## config.mk

```make
export PLATFORM = sky130hd
export DESIGN_NAME = alu_wb_stage
export DESIGN_NICKNAME = d
export VERILOG_FILES = /design/src/rtl/cpu_pkg.sv /design/src/rtl/branch_cond.sv /design/src/rtl/alu_wb_stage.sv
export SDC_FILE = /design/constraint.sdc
export NUM_CORES = 1
export LEC_CHECK = 0
export BUFFER_PORTS_ARGS = -buffer_cell sky130_fd_sc_hd__buf_4
export CAP_MARGIN = 10
export CORE_MARGIN = 2
export CORE_UTILIZATION = 45
export DETAILED_ROUTE_END_ITERATION = 12
export GPL_TIMING_DRIVEN = 0
export PLACE_DENSITY = 0.77
export SLEW_MARGIN = 10
export SYNTH_ARGS = -nofsm -noshare
export SYNTH_HDL_FRONTEND = slang
export SYNTH_SLANG_ARGS = --single-unit
```

## constraint.sdc

```tcl
create_clock -name clk -period 3 [get_ports clk]
set_clock_uncertainty 0.1 [all_clocks]
set_input_delay 0.15 -clock clk [delete_from_list [all_inputs] [get_ports clk]]
set_output_delay 0.15 -clock clk [all_outputs]
set_load 0.05 [all_outputs]
```

## src/rtl/cpu_pkg.sv

```systemverilog
`default_nettype none
// ============================================================================
//  Module      : cpu_pkg
//  Description : Definitions shared by the ALU and the ALU writeback stage.
//                Contents: datapath widths, opcode encodings, SZCV flag bit
//                positions, branch condition codes, and opcode
//                classification helpers.
//  Revision    : 1.0 - initial release
// ============================================================================
package cpu_pkg;

    localparam int unsigned c_DATA_W  = 16;
    localparam int unsigned c_REG_AW  = 3;
    localparam int unsigned c_OP_W    = 4;
    localparam int unsigned c_FLAGS_W = 4;
    localparam int unsigned c_COND_W  = 3;

    // SZCV bit positions inside the 4-bit flag vector
    localparam int unsigned c_FLAG_S = 3;
    localparam int unsigned c_FLAG_Z = 2;
    localparam int unsigned c_FLAG_C = 1;
    localparam int unsigned c_FLAG_V = 0;

    typedef enum logic [3:0] {
        OP_ADD  = 4'b0000,
        OP_SUB  = 4'b0001,
        OP_AND  = 4'b0010,
        OP_OR   = 4'b0011,
        OP_XOR  = 4'b0100,
        OP_CMP  = 4'b0101,
        OP_MOV  = 4'b0110,
        OP_HALT = 4'b1111
    } op_e;

    typedef enum logic [2:0] {
        COND_EQ = 3'b000,   // Z
        COND_LT = 3'b001,   // S ^ V
        COND_LE = 3'b010,   // Z | (S ^ V)
        COND_NE = 3'b011,   // !Z
        COND_AL = 3'b111    // always
    } cond_e;

    // Opcodes 0000..0100 produce a register-file write.
    function automatic logic op_writes_back(input logic [3:0] op);
        return (op <= OP_XOR);
    endfunction

    // Opcodes 0000..0101 (arithmetic/logic and CMP) update the flags.
    function automatic logic op_sets_flags(input logic [3:0] op);
        return (op <= OP_CMP);
    endfunction

endpackage : cpu_pkg
`default_nettype wire

```

## src/rtl/branch_cond.sv

```systemverilog
`default_nettype none
// ============================================================================
//  Module      : branch_cond
//  Description : Combinational branch condition evaluator.
//  Ports       : flags [3:0] in  - SZCV flag vector
//                cond  [2:0] in  - condition select
//                taken       out - condition result
//  Revision    : 1.0 - initial release
// ============================================================================
module branch_cond
    import cpu_pkg::*;
(
    input  logic [3:0] flags,
    input  logic [2:0] cond,
    output logic       taken
);

    logic w_s;
    logic w_z;
    logic w_v;
    logic w_lt;
    logic w_unused_c;

    assign w_s        = flags[c_FLAG_S];
    assign w_z        = flags[c_FLAG_Z];
    assign w_v        = flags[c_FLAG_V];
    // Carry is not used by any condition code.
    assign w_unused_c = flags[c_FLAG_C];
    // Signed less-than: sign differs from overflow
    assign w_lt       = w_s ^ w_v;

    always_comb begin
        taken = 1'b0;
        case (cond)
            COND_EQ: taken = w_z;
            COND_LT: taken = w_lt;
            COND_LE: taken = w_z | w_lt;
            COND_NE: taken = ~w_z;
            COND_AL: taken = 1'b1;
            default: taken = 1'b0;
        endcase
    end

endmodule : branch_cond
`default_nettype wire

```

## src/rtl/alu_wb_stage.sv

```systemverilog
`default_nettype none
// ============================================================================
//  Module      : alu_wb_stage
//  Description : ALU result / writeback stage. Holds one register-file write
//                entry, the architectural SZCV flags, a registered branch
//                condition, a sticky halt indicator and a retired counter.
//  Ports       : clk, rst (sync, active-high)
//                in_valid/in_ready, in_op, in_result, in_szcv, in_rd
//                wb_valid/wb_ready, wb_addr, wb_data
//                flags, cond -> taken, halted, retired
//  Revision    : 1.0 - initial release
// ============================================================================
module alu_wb_stage
    import cpu_pkg::*;
(
    input  logic        clk,
    input  logic        rst,
    input  logic        in_valid,
    output logic        in_ready,
    input  logic [3:0]  in_op,
    input  logic [15:0] in_result,
    input  logic [3:0]  in_szcv,
    input  logic [2:0]  in_rd,
    output logic        wb_valid,
    input  logic        wb_ready,
    output logic [2:0]  wb_addr,
    output logic [15:0] wb_data,
    output logic [3:0]  flags,
    input  logic [2:0]  cond,
    output logic        taken,
    output logic        halted,
    output logic [15:0] retired
);

    logic        r_wb_valid;
    logic [2:0]  r_wb_addr;
    logic [15:0] r_wb_data;
    logic [3:0]  r_flags;
    logic        r_taken;
    logic        r_halted;
    logic [15:0] r_retired;

    logic        w_ready;
    logic        w_accept;
    logic        w_drain;
    logic        w_cond_true;

    // The single writeback slot may be refilled in the same cycle it drains,
    // so a full slot only blocks input while the register file stalls.
    assign w_ready  = ~r_halted & (~r_wb_valid | wb_ready);
    assign w_accept = in_valid & w_ready;
    assign w_drain  = r_wb_valid & wb_ready;

    branch_cond u_branch_cond (
        .flags (r_flags),
        .cond  (cond),
        .taken (w_cond_true)
    );

    always_ff @(posedge clk) begin
        if (rst) begin
            r_wb_valid <= 1'b0;
            r_wb_addr  <= '0;
            r_wb_data  <= '0;
            r_flags    <= '0;
            r_taken    <= 1'b0;
            r_halted   <= 1'b0;
            r_retired  <= '0;
        end else begin
            if (w_accept && op_writes_back(in_op)) begin
                r_wb_valid <= 1'b1;
                r_wb_addr  <= in_rd;
                r_wb_data  <= in_result;
            end else if (w_drain) begin
                r_wb_valid <= 1'b0;
            end

            if (w_accept && op_sets_flags(in_op)) begin
                r_flags <= in_szcv;
            end

            // Evaluated from the flags currently held, so a flag update is
            // visible on taken one cycle later.
            r_taken <= w_cond_true;

            if (w_accept && (in_op == OP_HALT)) begin
                r_halted <= 1'b1;
            end

            if (w_accept) begin
                r_retired <= r_retired + 16'd1;
            end
        end
    end

    assign in_ready = w_ready;
    assign wb_valid = r_wb_valid;
    assign wb_addr  = r_wb_addr;
    assign wb_data  = r_wb_data;
    assign flags    = r_flags;
    assign taken    = r_taken;
    assign halted   = r_halted;
    assign retired  = r_retired;

endmodule : alu_wb_stage
`default_nettype wire

```

* Word level (Yosys, flattened, before mapping)
Cells that the tools add are included.
** Operators by class
- Add/subtract/negate cells :: 1
- Order comparisons :: 2
- Eq/ne operators :: 5
- Multiplexer cells :: 3
- Bitwise operators :: 9
- Reduce and logical (&&, ||, !) cells :: 5
** Operators with widths (number)
- 16-bit by 1-bit adder with 16-bit output (second input constant) :: 1
- 4-bit by 3-bit <= comparator with 1-bit output (second input constant) :: 2
- 3-bit by 2-bit equality test with 1-bit output (second input constant) :: 2
- 1-bit one-hot mux with 5 select lines :: 1
- 4-bit equality test (second input constant) :: 1
- 1-bit bitwise AND :: 3
- 3-bit by 1-bit equality test with 1-bit output (second input constant) :: 1
- 3-bit equality test (second input constant) :: 1
- 1-bit logical AND :: 3
- 3-bit zero test :: 1
- 1-bit inverter :: 3
- 1-bit two-way mux :: 2
- 1-bit bitwise OR :: 2
- 2-bit nonzero test :: 1
- 1-bit XOR :: 1
** Word-level totals
- Bits in registers :: 42
- Input bits :: 34
- Output and inout bits :: 43
- Word-level logic and storage cells :: 32

* Logic depth before layout (Yosys ltp)
- Depth in word-level cells :: 6
- Mapped depth :: 6
- Gate-level depth less buffers :: 5

* Modules after synthesis
A second synthesis with hierarchy kept.
** Unflattened totals
- Cells, all modules :: 189
- Area total of the unflattened synthesis :: 1737.9 µm²
** Modules (own cells, without submodules)
- alu_wb_stage :: instances 1, cells each 182, area each 1685.4 µm², sequential area each 840.8 µm²
- branch_cond :: instances 1, cells each 7, area each 52.6 µm², sequential area each 0.0 µm²

* Worst setup path before layout
Ideal clock, no wire load.
- Path type :: reg-to-reg
- Start point :: reg r_retired[0], in the netlist retired[0]
- End point :: reg r_retired[14], in the netlist retired[14]
- Library setup time :: 71 ps
- Data arrival time :: 2057 ps
- Data required time :: 2829 ps
- Slack :: 773 ps
- Stages on the path, launching flop included :: 7
- Buffers on the path :: 1
- Clock period less this slack :: 2227 ps
- Cell sequence :: dfxtp_1 > ha_1 > nand2_1 > or3_1 > buf_2 > or4_1 > a21oi_1
** Between the ends
- Longest elaborated chain between the ends :: 1
** RTL lines
- from (decl) :: RTL line alu_wb_stage.sv:41 : logic [15:0] r_retired;
- from (signal assigned) :: RTL line alu_wb_stage.sv:91 : r_retired <= r_retired + 16'd1;
- 16-bit by 1-bit adder with 16-bit output :: RTL line alu_wb_stage.sv:91
No other way between the ends.
A chain may end at the register's enable or synchronous reset.

* Worst setup path in the final report
- Start point :: reg r_retired[0], in the netlist retired[0]
- End point :: reg r_retired[12], in the netlist retired[12]
Same word-level chain as after synthesis.

==> out/summary.json <==
{
  "final_hold_viol_count": {"value": 0},
  "ys_seq_area_share": {"value": 48.84, "unit": "%"},
  "layout_min_cycle_time": {"value": 1986, "unit": "ps"},
  "antennaDiodeCount": {"value": 0},
  "die_area": {"value": 0.004337, "unit": "sq mm"},
  "relSlewSlack": {"value": 65.64, "unit": "%"},
  "rsz0062_at_grt": {"value": "no"},
  "layout.cells.most_common_list": {"value": "sky130_fd_sc_hd__buf_4, sky130_fd_sc_hd__dfxtp_1, sky130_fd_sc_hd__nor2_1"},
  "cts_num_sinks": {"value": 42},
  "cts.repair_timing.setup_buffer_count": {"value": 0},
  "ant_nets": {"value": 0},
  "post_cts_hold_buffer_count": {"value": 14},
  "drtPass1Iterations": {"value": 4},
  "setup.worst_path.start_class": {"value": "register"},
  "syn_nets": {"value": 221},
  "synth.distinct_cells": {"value": 29},
  "detailroute.via_count": {"value": 1684},
  "htree_levels": {"value": 2},
  "critical_path_arrival": {"value": 2100, "unit": "ps"},
  "core_area": {"value": 0.003661, "unit": "sq mm"},
  "ioPinCount": {"value": 77},
  "finalNetCount": {"value": 317},
  "cts_tree": {"value": "built"},
  "final_layout_size_suffix_gt1_share": {"value": 31.32, "unit": "%"},
  "powerDensity": {"value": 443.6, "unit": "mW/mm^2"},
  "grt_pass1_wl": {"value": 6824, "unit": "um"},
  "clock_edge_transition_at_the_registers_on_the_reported_setup_and_hold_paths": {"value": 70, "unit": "ps"},
  "floorplan.initialDensity": {"value": 47.03, "unit": "%"},
  "fin_setup_tns": {"value": 0, "unit": "ps"},
  "hold_path_class": {"value": "primary input to register"},
  "overall_overflow_remaining_after_global_route": {"value": 0},
  "clk_root_buffer_cell": {"value": "sky130_fd_sc_hd__clkbuf_8"},
  "drc_errors": {"value": 0},
  "max_freq": {"value": 503.6, "unit": "MHz"},
  "timing.max_cap.violations": {"value": 0},
  "drt_iter0_drc": {"value": 57},
  "std_cell_rows": {"value": 22},
  "cts_made_buffers": {"value": 5},
  "maximum_ir_drop_on_the_vdd_rail": {"value": 326.4, "unit": "uV"},
  "layout.cells.most_common": {"value": "sky130_fd_sc_hd__buf_4"},
  "critical_path_required": {"value": 3120, "unit": "ps"},
  "synthesized_cell_area": {"value": 0.001722, "unit": "sq mm"},
  "maxSlewViolCount": {"value": 0},
  "yosysWarnings": {"value": 0},
  "largest_net_degree_at_the_start_of_global_routing": {"value": 12},
  "timing.hold.worst_path_depth": {"value": 3},
  "power.total": {"value": 0.001139, "unit": "W"},
  "detailed_place_hpwl": {"value": 2964, "unit": "um"},
  "routabilityCongestion": {"value": 0.7299},
  "reg2regPathDepth": {"value": 6},
  "routed_wirelength": {"value": 4114, "unit": "um"},
  "placed_cells": {"value": 309},
  "die_x": {"value": 65.86, "unit": "um"},
  "fin_cells": {"value": 329},
  "first_global_vias": {"value": 1554},
  "min_hold_slack": {"value": 3.477, "unit": "ps"},
  "cts_repair_resize_count": {"value": 0},
  "route.detailed.wl_per_inst": {"value": 12.50, "unit": "um"},
  "outcome": {"value": "finished clean"},
  "finalSetupViolations": {"value": 0},
  "worst_max_slew_pin_slew": {"value": 515.4, "unit": "ps"},
  "synth_cells": {"value": 186},
  "antenna_found_initial": {"value": 0},
  "path_max_fanout": {"value": 8},
  "synth-seq-cells": {"value": 42},
  "avgViaCountPerCell": {"value": 5.119},
  "worst-setup-path-type": {"value": "register to register"},
  "static-leakage-power": {"value": 1.191, "unit": "nW"},
  "area.growth.synth_to_final": {"value": 49.13, "unit": "%"},
  "gr-usage-all-layers": {"value": 20.11, "unit": "%"},
  "syn-mean-instance-area": {"value": 9.256, "unit": "sq um"},
  "category_of_the_worst_setup_path_capture_point": {"value": "register"},
  "place.port_buffers": {"value": 75},
  "die_height": {"value": 65.86, "unit": "um"},
  "cts-root-to-sink-buffers": {"value": 2},
  "clkLatencyLatePin": {"value": 280, "unit": "ps"},
  "layout_worst_path_cycle_share": {"value": 66.19, "unit": "%"}
}
## report_power, final
group,total (W),switching [W],internal [W]
combinational,0.000205,0.000118,0.0000870
sequential,0.000587,0.0000120,0.000575
clock,0.000347,0.000170,0.000177
## flip-flops by register name, indices dropped and copies added (netlist names)
name	count
retired	16
wb_data	16
flags	4
wb_addr	3
halted	1
taken	1
wb_valid	1
## final cells by class
type | instances | area [sq um]
multi-input cells | 135 | 843.3
inverters | 1 | 3.754
flip-flops and latches | 42 | 840.8
repair buffers | 89 | 703.2
well taps | 48 | 60.06
plain buffers | 8 | 33.78
clock buffers | 6 | 82.58
fillers | 303 | 1094
## path summary, 6_finish.rpt
path / startpoint / end / slack, ps
worst max-delay path: retired[0] / retired[12] / 1010
worst min-delay path: in_result[2] / wb_data[2] / 3
worst max register to register: retired[0] / retired[12] / 1010
worst min register to register: flags[1] / flags[1] / 360
## logic make-up (layout without fill, tap and decap cells)
group | after synthesis | count (layout) | synth area share (%)
AOI/OAI and AO/OA | 28 | 28 | 9.157
buffers and inverters | 9 | 104 | 2.179
adders and majority gates | 1 | 1 | 0.7266
DFF | 42 | 42 | 48.84
xor gates and xnor gates | 8 | 8 | 4.069
muxes | 19 | 19 | 11.05
and+or+nand+nor | 79 | 79 | 23.98
## stage by stage
stage | setup WS (ps) | util, % | area (sq um)
after global placement | 1042 | 64.05 | 2345
after floorplan | 772.7 | - | 1722
after detailed placement | 1065 | 64.05 | 2345
after global routing | 900.4 | 70.13 | 2567
after CTS | 1030 | 70.13 | 2567
final | 1014 | 70.13 | 2567
## cells in the mapped netlist
master,count,area [sq um]
sky130_fd_sc_hd__xor2_1,4,35.03
sky130_fd_sc_hd__nand2b_4,1,13.76
sky130_fd_sc_hd__nor4_1,1,6.260
sky130_fd_sc_hd__nand2b_1,1,6.260
sky130_fd_sc_hd__and2b_4,1,10.01
sky130_fd_sc_hd__o221ai_1,1,8.760
sky130_fd_sc_hd__xnor2_1,4,35.03
sky130_fd_sc_hd__o21ai_0,5,25.02
sky130_fd_sc_hd__a21oi_1,17,85.08
sky130_fd_sc_hd__nand4_1,5,31.28
sky130_fd_sc_hd__dfxtp_1,42,840.8
sky130_fd_sc_hd__o31ai_1,4,30.03
sky130_fd_sc_hd__inv_1,1,3.750
sky130_fd_sc_hd__buf_1,1,3.750
sky130_fd_sc_hd__nand4_2,1,12.51
sky130_fd_sc_hd__or4_1,4,30.03
sky130_fd_sc_hd__clkbuf_1,4,15.01
sky130_fd_sc_hd__nand3_1,9,45.04
sky130_fd_sc_hd__nor2_1,30,112.6
sky130_fd_sc_hd__a221oi_1,1,8.760
sky130_fd_sc_hd__or3_1,6,37.54
sky130_fd_sc_hd__mux2i_1,19,190.2
sky130_fd_sc_hd__nor2b_4,1,13.76
sky130_fd_sc_hd__nand2_1,14,52.55
sky130_fd_sc_hd__nor4b_1,2,17.52
sky130_fd_sc_hd__buf_2,3,15.01
sky130_fd_sc_hd__and3_1,1,6.260
sky130_fd_sc_hd__ha_1,1,12.51
sky130_fd_sc_hd__and4_1,2,17.52
## worst max-delay path, cell delays in order (launching register included)
cell and delay, ps:
sky130_fd_sc_hd__dfxtp_1 410, sky130_fd_sc_hd__ha_1 190, sky130_fd_sc_hd__nand2_1 90, sky130_fd_sc_hd__or3_1 300
sky130_fd_sc_hd__buf_2 160, sky130_fd_sc_hd__or4_1 500, sky130_fd_sc_hd__a21oi_1 150
## layer usage
layer	vias up	wire (um)	GRT usage [%]
li1	850	-	-
met1	772	1777	24.52
met2	55	1988	34.72
met3	7	305	4.940
met4	0	42	6.250
met5	-	0	0
Power figures use the tool's default switching activity.
